### src/rtl/mgt_01_nonrestoring_divider_pkg.sv
// Shared types and constants for the radix-2 non-restoring divider.
// The operand width lives here so the P/A register pair struct matches the datapath.
package mgt_01_nonrestoring_divider_pkg;

    localparam int DIV_XLEN = 32;

    typedef enum logic [1:0] {
        IDLE     = 2'd0,
        DIVIDE   = 2'd1,
        FINALIZE = 2'd2,
        VALID    = 2'd3
    } div_fsm_state_e;

    // P is the signed partial remainder, A collects the quotient as it shifts out the dividend
    typedef struct packed {
        logic [DIV_XLEN:0]   p;
        logic [DIV_XLEN-1:0] a;
    } div_reg_pair_s;

    localparam logic [DIV_XLEN-1:0] DIV_BY_ZERO_QUOTIENT = '1;

endpackage

### src/rtl/mgt_01_div_sign_fix.sv
// Sign handling around the unsigned divide core: operand magnitudes at entry,
// and quotient/remainder negation when the result is finalized.
module mgt_01_div_sign_fix #(
    parameter int W = 32
) (
    input  logic         i_signed,
    input  logic [W-1:0] i_dividend,
    input  logic [W-1:0] i_divisor,
    input  logic         i_dvd_neg,
    input  logic         i_dvs_neg,
    input  logic [W-1:0] i_quot_mag,
    input  logic [W-1:0] i_rem_mag,
    output logic         o_dividend_neg,
    output logic         o_divisor_neg,
    output logic [W-1:0] o_dividend_abs,
    output logic [W-1:0] o_divisor_abs,
    output logic [W-1:0] o_quotient,
    output logic [W-1:0] o_remainder
);

    assign o_dividend_neg = i_signed & i_dividend[W-1];
    assign o_divisor_neg  = i_signed & i_divisor[W-1];

    // The magnitude of the most negative value wraps to itself, which is correct read as unsigned
    assign o_dividend_abs = o_dividend_neg ? (~i_dividend + 1'b1) : i_dividend;
    assign o_divisor_abs  = o_divisor_neg  ? (~i_divisor  + 1'b1) : i_divisor;

    assign o_quotient  = (i_dvd_neg ^ i_dvs_neg) ? (~i_quot_mag + 1'b1) : i_quot_mag;
    assign o_remainder = i_dvd_neg ? (~i_rem_mag + 1'b1) : i_rem_mag;

endmodule

### src/rtl/mgt_01_nonrestoring_divider.sv
// Sequential radix-2 non-restoring divider with RISC-V divide-by-zero and overflow results.
// valid_o is a one-enabled-cycle pulse; start_i is taken only in IDLE with clk_en_i high.
module mgt_01_nonrestoring_divider
    import mgt_01_nonrestoring_divider_pkg::*;
#(
    parameter int XLEN  = DIV_XLEN,
    parameter int CNT_W = $clog2(XLEN)
) (
    input  logic            clk_i,
    input  logic            rst_n_i,
    input  logic            clk_en_i,
    input  logic            start_i,
    input  logic            signed_i,
    input  logic [XLEN-1:0] dividend_i,
    input  logic [XLEN-1:0] divisor_i,
    output logic [XLEN-1:0] quotient_o,
    output logic [XLEN-1:0] remainder_o,
    output logic            valid_o,
    output logic            busy_o,
    output logic            div_by_zero_o
);

    div_fsm_state_e  r_state;
    div_fsm_state_e  w_state_nxt;
    logic [CNT_W-1:0] r_cnt;
    div_reg_pair_s   r_pa;
    logic [XLEN:0]   r_b;
    logic            r_dvd_neg;
    logic            r_dvs_neg;
    logic [XLEN-1:0] r_quot;
    logic [XLEN-1:0] r_rem;
    logic            r_dbz;

    logic            w_div_zero;
    logic            w_overflow;
    logic            w_last_iter;
    logic            w_dvd_neg;
    logic            w_dvs_neg;
    logic [XLEN-1:0] w_dvd_abs;
    logic [XLEN-1:0] w_dvs_abs;
    logic [XLEN:0]   w_p_sh;
    logic [XLEN:0]   w_p_step;
    logic [XLEN-1:0] w_rem_mag;
    logic [XLEN-1:0] w_quot_fix;
    logic [XLEN-1:0] w_rem_fix;

    mgt_01_div_sign_fix #(.W(XLEN)) u_sign_fix (
        .i_signed       (signed_i),
        .i_dividend     (dividend_i),
        .i_divisor      (divisor_i),
        .i_dvd_neg      (r_dvd_neg),
        .i_dvs_neg      (r_dvs_neg),
        .i_quot_mag     (r_pa.a),
        .i_rem_mag      (w_rem_mag),
        .o_dividend_neg (w_dvd_neg),
        .o_divisor_neg  (w_dvs_neg),
        .o_dividend_abs (w_dvd_abs),
        .o_divisor_abs  (w_dvs_abs),
        .o_quotient     (w_quot_fix),
        .o_remainder    (w_rem_fix)
    );

    assign w_div_zero  = (divisor_i == '0);
    assign w_overflow  = signed_i && (dividend_i == {1'b1, {(XLEN-1){1'b0}}}) && (divisor_i == '1);
    assign w_last_iter = (r_cnt == CNT_W'(XLEN-1));

    // One iteration: shift {P,A} left, then subtract or add B depending on the sign of P before the shift
    assign w_p_sh   = {r_pa.p[XLEN-1:0], r_pa.a[XLEN-1]};
    assign w_p_step = r_pa.p[XLEN] ? (w_p_sh + r_b) : (w_p_sh - r_b);

    // The corrected remainder is non-negative and below B, so the low XLEN bits carry it exactly
    assign w_rem_mag = r_pa.p[XLEN] ? (r_pa.p[XLEN-1:0] + r_b[XLEN-1:0]) : r_pa.p[XLEN-1:0];

    always_ff @(posedge clk_i or negedge rst_n_i) begin
        if (!rst_n_i) begin
            r_state <= IDLE;
        end else if (clk_en_i) begin
            r_state <= w_state_nxt;
        end
    end

    always_comb begin
        w_state_nxt = r_state;
        case (r_state)
            IDLE: begin
                if (start_i) begin
                    w_state_nxt = (w_div_zero || w_overflow) ? VALID : DIVIDE;
                end
            end
            DIVIDE: begin
                if (w_last_iter) begin
                    w_state_nxt = FINALIZE;
                end
            end
            FINALIZE: w_state_nxt = VALID;
            VALID:    w_state_nxt = IDLE;
            default:  w_state_nxt = IDLE;
        endcase
    end

    always_ff @(posedge clk_i or negedge rst_n_i) begin
        if (!rst_n_i) begin
            r_cnt     <= '0;
            r_pa      <= '0;
            r_b       <= '0;
            r_dvd_neg <= 1'b0;
            r_dvs_neg <= 1'b0;
            r_quot    <= '0;
            r_rem     <= '0;
            r_dbz     <= 1'b0;
        end else if (clk_en_i) begin
            case (r_state)
                IDLE: begin
                    if (start_i) begin
                        r_cnt     <= '0;
                        r_pa.p    <= '0;
                        r_pa.a    <= w_dvd_abs;
                        r_b       <= {1'b0, w_dvs_abs};
                        r_dvd_neg <= w_dvd_neg;
                        r_dvs_neg <= w_dvs_neg;
                        r_dbz     <= 1'b0;
                        if (w_div_zero) begin
                            r_quot <= DIV_BY_ZERO_QUOTIENT;
                            r_rem  <= dividend_i;
                            r_dbz  <= 1'b1;
                        end else if (w_overflow) begin
                            r_quot <= dividend_i;
                            r_rem  <= '0;
                        end
                    end
                end
                DIVIDE: begin
                    r_pa.p <= w_p_step;
                    r_pa.a <= {r_pa.a[XLEN-2:0], ~w_p_step[XLEN]};
                    r_cnt  <= r_cnt + CNT_W'(1);
                end
                FINALIZE: begin
                    r_quot <= w_quot_fix;
                    r_rem  <= w_rem_fix;
                end
                default: ;
            endcase
        end
    end

    assign quotient_o    = r_quot;
    assign remainder_o   = r_rem;
    assign div_by_zero_o = r_dbz;
    assign valid_o       = (r_state == VALID);
    assign busy_o        = (r_state != IDLE);

endmodule

### config.mk
export PLATFORM = sky130hd
export DESIGN_NAME = mgt_01_nonrestoring_divider
export DESIGN_NICKNAME = d
export VERILOG_FILES = /design/src/rtl/mgt_01_nonrestoring_divider_pkg.sv /design/src/rtl/mgt_01_div_sign_fix.sv /design/src/rtl/mgt_01_nonrestoring_divider.sv
export SDC_FILE = /design/constraint.sdc
export NUM_CORES = 1
export LEC_CHECK = 0
export ABC_CLOCK_PERIOD_IN_PS = 6500
export CORE_UTILIZATION = 59
export DETAILED_ROUTE_END_ITERATION = 7
export MAX_ROUTING_LAYER = met4
export PLACE_DENSITY = 0.94
export SLEW_MARGIN = 5
export SYNTH_ARGS = -nofsm -noshare
export SYNTH_HDL_FRONTEND = slang
export SYNTH_SLANG_ARGS = --single-unit
### constraint.sdc
create_clock -name clk_i -period 6.5 [get_ports clk_i]
set_clock_uncertainty 0.15 [all_clocks]
set_input_delay 0.975 -clock clk_i [delete_from_list [all_inputs] [get_ports clk_i]]
set_output_delay 0.975 -clock clk_i [all_outputs]
set_load 0.02 [all_outputs]
==> results of run 1 <==
==> power breakdown <==
part	leakage, nW	total [mW]	switching, mW	internal (mW)
registers	2.16	2.25	0.693	1.56
clock network	0.304	1.09	0.559	0.535
logic	4.57	7.39	4.45	2.94
total	7.03	10.7	5.70	5.04
==> sequential cells by signal, summed over array words and instances, names as in the netlist <==
| name | cells |
|---|---|
| div_by_zero_o | 1 |
| quotient_o | 32 |
| r_b | 32 |
| r_cnt | 5 |
| r_dvd_neg | 1 |
| r_dvs_neg | 1 |
| r_pa | 65 |
| r_state | 2 |
| remainder_o | 32 |
==> worst reg2reg max path, cell delays in order, from the launching register on <==
cell and delay (ns):
dfrtp_1 0.49, or3_1 0.45, nor3_1 0.26, nand2_1 0.12, nor2_1 0.13, nand2_1 0.07
nor2_1 0.30, and2_1 0.26, nor2_1 0.07, xor2_1 0.16, ha_1 0.42, nand2_1 0.13
nor2_1 0.24, nand3_1 0.11, a21oi_1 0.28, o211ai_1 0.17, a31oi_1 0.31, a21oi_1 0.17
a31oi_1 0.21, xnor2_1 0.26, o22ai_1 0.15
==> layout by cell type (no fill, tap or decap), types with 8 or more instances in the layout <==
master           count
nand2_1            263
o21ai_0            191
dfrtp_1            170
a21oi_1            166
nor2_1             154
clkdlybuf4s50_1    134
xor2_1             103
ha_1                74
xnor2_1             71
nand3_1             59
inv_1               46
nor3_1              40
o31ai_1             32
o21ai_1             31
a31oi_1             28
and3_1              28
or3_1               26
a21o_1              25
nand4_1             24
nor4_1              19
o21a_1              19
buf_4               18
o22ai_1             17
clkbuf_16           17
and2_1              15
mux2i_1             13
nand2b_1            13
nor2b_1             13
a221oi_1            13
o41ai_1             12
a211oi_1            12
or4_1               11
o211ai_1            11
o311ai_0            11
o21bai_1             8
o221ai_1             8
==> final cells by class <==
class                      instances  area [um^2]
sequential                       171         4280
fill                            1960         7550
clock buffer                      17          425
clock inverter                    15          206
tap                              324          405
inverter                          46          173
multi-input combinational       1584         9720
timing repair buffer             153         1490
==> per-stage QoR <==
step	std cells	hold slack (ns)	worst slack, ns	area [um^2]	power (mW)
final	2310	0.326	1.32	16700	10.7
after global routing	2310	0.351	1.10	16700	11.6
after CTS	2310	0.336	1.43	16700	10.5
after detailed placement	2278	0.312	0.986	16100	9.37
after global placement	2278	0.306	1.12	16100	9.12
after floorplan	1902	0.322	1.17	14500	7.42
==> worst paths after layout <==
path	from	end	slack, ns	depth (start not counted)
worst min register to register	quotient_o[28]	quotient_o[28]	0.33	2
worst max-delay path	dividend_i[13]	quotient_o[7]	1.32	12
min in group clk_i	quotient_o[28]	quotient_o[28]	0.33	2
max in group asynchronous	rst_n_i	r_pa[64]	4.67	2
worst min-delay path	rst_n_i	quotient_o[4]	0.33	1
worst max register to register	r_b[3]	r_pa[64]	1.48	20
==> logic make-up (layout without fill, tap and decap cells) <==
group,after synthesis,in the layout,synth area share
mux,15,15,0.0105
flops,171,171,0.294
compound gates,628,628,0.263
fa+ha+maj,77,77,0.0673
xor+xnor,175,175,0.105
buf+inv,147,231,0.0391
simple gates,689,689,0.220
==> routing by layer <==
layer | vias to the layer above | track usage | wire [um]
li1 | 7047 | - | -
met1 | 7109 | 0.489 | 18500
met4 | 0 | 0.163 | 1910
met2 | 955 | 0.573 | 20700
met5 | - | - | 0
met3 | 157 | 0.0578 | 4700
==> results.yml, run 1 <==
final_layout:
  fin_nets: 2119
  area_growth_syn_to_layout_pct: 14.9
  drive_gt1_frac: 0.0347
  n_antenna_cell: 0
  post-route-util: 0.689
setup_path:
  crit_family: "simple AND/OR/NAND/NOR gates"
  critPathBufInv: 2
  arrival_ns: 5.36
  start_kind: "input pin"
  slowest_delay_ns: 0.67
  critPathSlowestCell: "or2_2"
  cp-end-kind: "flip-flop"
  crit_type: "in2reg"
  cp.required_ns: 6.68
  path_max_fanout: 54
  crit_path_cell_trace: "clkdlybuf4s50_1, or4_1, nor4_2, nand2b_1, or4_1, or4_1, nor4_1, nor3_1, or2_2, buf_4, nand2_1, o21ai_1"
  crit_top_cell: "or4_1"
sta:
  max_freq_mhz: 193
  rsz0062_at_grt: "false"
  worst_pin_slew_ns: 1.19
  finalHoldViolations: 0
  finalSetupViolCount: 0
  slew_headroom: 0.201
  tns_ns: 0
  fin_crit_sh: 0.797
  finalCriticalPeriod_ns: 5.18
  slew_violations: 0
placed_design:
  gp_congestion: 1.02
  io_buffers: 135
  hpwl_um: 33400
flow_run:
  maxCapViolCount: 0
clock_network:
  clk_pin_slew_ns: 0.08
  htree_levels: 4
  cts-root-buf: "clkbuf_16"
  cts_hold_buf: 0
  insertion_delay_ns: 0.46
  cts_tree: "yes"
  cts_resized: 0
  cts_setup_buffers: 0
  cts_sinks: 171
  cts_buffers: 17
  clockBufferDepth: 2
synthesis:
  ys_seq_area_frac: 0.294
  async_reset_ff_frac: 1.00
  ys_top_cells_by_area: "dfrtp_1 (29%), nand2_1 (6.8%), o21ai_0 (6.6%), ha_1 (6.5%), xor2_1 (6.2%)"
  synth_area_um2: 14500
  avgSynthCellArea_um2: 7.64
  ys_seq_elements: 171
  synth_top_area_share: 0.294
  ys_types: 71
  synth_edf_count: 0
  yosysMostFrequentCell: "nand2_1"
  synth_warnings: 0
  synth.net_count: 2048
  synth_common_cells: "nand2_1 (264), o21ai_0 (191), dfrtp_1 (171), a21oi_1 (167), nor2_1 (155)"
  synth.largest_area_cell: "dfrtp_1"
  syn_inst: 1902
  synth-main-ff-cell: "dfrtp_1"
die:
  die_w_um: 159
  start_util: 0.599
  chipHeight_um: 159
  core-area_um2: 24200
  io_pins: 136
  core.rowCount: 57
  design.die.area_um2: 25300
detailed_routing:
  dr.pass1.iters: 8
  wl_um: 45900
  ant_nets: 0
  drtIter0Drc: 1799
  wl_per_cell_um: 19.9
  dr_total_vias: 15300
  vias_per_cell: 6.61
  drc_errors: 0
pwr:
  power_leakage_nw: 7.03
  p_per_area_nw_per_um2: 643
  ir_worst_vdd_mv: 0.311
global_routing:
  grt_max_degree: 94
  grt_use_total: 0.373
  grt.overflow.total: 0
  grt_pass1_wl_um: 73700
  grt_pass1_vias: 14000
  antenna_found_initial: 0
min_path:
  worstHoldPathType: "in2async"
run_status:
  outcome: "finished, final reports clean"
(Power assumes the default switching activity.)
==> run 2, diff against run 1 <==
Settings changed: ABC_CLOCK_PERIOD_IN_PS 6500 to 5100.
Clock period 6.5 ns to 5.1 ns, I/O delays scaled along.
==> run 2 against run 1 <==
  * Clock power increased by 25%
  * Highest routed layer unchanged
  * Largest power group unchanged
  * Register-to-register slack got worse by 1.1 ns
  * Combinational power up 29%
  * Sequential power is 25% higher
==> results.yml, run 2 (synthesis results as in run 1) <==
final_layout:
  drive_gt1_frac: 0.0410
  final_common_cell: "nand2_1"
  instances_no_fill: 2323
  largest_reg_flops: 65
  n_antenna_cell: 0
  fin_nets: 2132
  area_growth_syn_to_layout_pct: 15.7
  regMostFlops: "r_pa"
  mostFrequentLayoutCells: "nand2_1 (263), o21ai_0 (191), dfrtp_1 (170)"
pwr:
  power_leakage_nw: 7.10
  p_per_area_nw_per_um2: 817
  ir_worst_vdd_mv: 0.314
clock_network:
  cts_hold_buf: 0
  clockBufferDepth: 2
  cts_sinks: 171
  insertion_delay_ns: 0.46
  cts-root-buf: "clkbuf_16"
  clk_pin_slew_ns: 0.08
  cts_tree: "yes"
  htree_levels: 4
  cts_buffers: 17
min_path:
  worstHoldPathType: "in2async"
sta:
  slew_violations: 0
  max_freq_mhz: 211
  slew_headroom: 0.140
  rsz0062_at_grt: "false"
  finalHoldViolations: 0
  fin_crit_sh: 0.929
  finalCriticalPeriod_ns: 4.74
  worst_pin_slew_ns: 1.29
  tns_ns: 0
  finalSetupViolCount: 0
setup_path:
  crit_type: "reg2reg"
  worstReg2RegEnd: "remainder_o[31]"
  r2r_cells: 13
  cp.required_ns: 5.34
  start_kind: "flip-flop"
  arrival_ns: 4.98
  reg2reg_from: "r_pa[32]"
  cp-end-kind: "flip-flop"
  reg2reg_slack_ns: 0.36
  path_max_fanout: 6
global_routing:
  grt_pass1_wl_um: 74400
  grt_use_total: 0.376
  grt_max_degree: 95
  grt.overflow.total: 0
  grt_pass1_vias: 14300
  antenna_found_initial: 0
detailed_routing:
  dr_total_vias: 15400
  wl_um: 46100
  ant_nets: 0
  dr.pass1.iters: 6
  wl_per_cell_um: 19.9
  drtIter0Drc: 1978
  vias_per_cell: 6.61
  drc_errors: 0
die:
  start_util: 0.599
  core.rowCount: 57
  die_w_um: 159
  chipHeight_um: 159
  design.die.area_um2: 25300
  core-area_um2: 24200
  io_pins: 136
placed_design:
  dp_cells: 2291
  hpwl_um: 34000
  gp_congestion: 0.994
  io_buffers: 135
run_status:
  outcome: "finished, final reports clean"
flow_run:
  maxCapViolCount: 0
## run 2: worst max-delay path by stage
stage / depth (start not counted) / start / endpoint / slack, ns
CTS: 19 / r_b[3] / r_pa[61] / 0.37
detailed placement: 12 / dividend_i[15] / remainder_o[20] / 0.14
global placement: 13 / dividend_i[15] / remainder_o[24] / 0.30
finish: 13 / r_pa[32] / remainder_o[31] / 0.36
floorplan: 21 / r_pa[64] / r_pa[61] / 0.08
global route: 13 / r_pa[32] / remainder_o[31] / 0.07
## run 2: stage by stage
| stage | hold slack [ns] | setup slack, ns | area [um^2] | util | total power, mW |
|---|---|---|---|---|---|
| global placement | 0.304 | 0.303 | 16200 | 0.668 | 11.7 |
| detailed placement | 0.310 | 0.138 | 16200 | 0.668 | 12.1 |
| CTS | 0.233 | 0.368 | 16800 | 0.693 | 13.5 |
| floorplan | 0.319 | 0.0783 | 14500 | - | 9.46 |
| finish | 0.195 | 0.363 | 16800 | 0.693 | 13.7 |
| global route | 0.257 | 0.0673 | 16800 | 0.693 | 14.8 |
## run 2: final cells by class
cell class | instances | area, um^2
Inverter | 46 | 173
Clock inverter | 15 | 191
Tap cell | 324 | 405
Sequential cell | 171 | 4280
Clock buffer | 17 | 425
Fill cell | 1977 | 7440
Timing Repair Buffer | 166 | 1610
Multi-Input combinational cell | 1584 | 9720
## run 2: per-layer routing
layer | up-vias | wire length [um] | track usage
met5 | - | 0 | -
met1 | 7134 | 18600 | 0.486
met2 | 980 | 20700 | 0.580
met4 | 0 | 2050 | 0.171
li1 | 7090 | - | -
met3 | 162 | 4780 | 0.0615
## run 2: worst max-delay path, stage by stage, from the launching register on
cell and delay (ns):
dfrtp_1 0.44, ha_1 0.28, fa_1 0.45, a21o_1 0.23, a221o_1 0.38, a21o_1 0.26, a2111oi_4 0.47, nor4_1 0.14
or3_4 0.38, nor4_4 0.37, a21oi_1 0.11, or3_1 0.41, or4_1 0.52, nand3_1 0.09
## run 2: what timing repair did
item	in CTS	in global routing
resized for setup	0	1
endpoints found under the setup margin	0	1
buffers inserted	0	0
## run 2: power breakdown
part           switching, mW  total [mW]  leakage, nW  internal, mW
Clock                  0.691        1.36        0.298         0.668
Sequential             0.824        2.81         2.16          1.99
Combinational           5.75        9.56         4.65          3.81
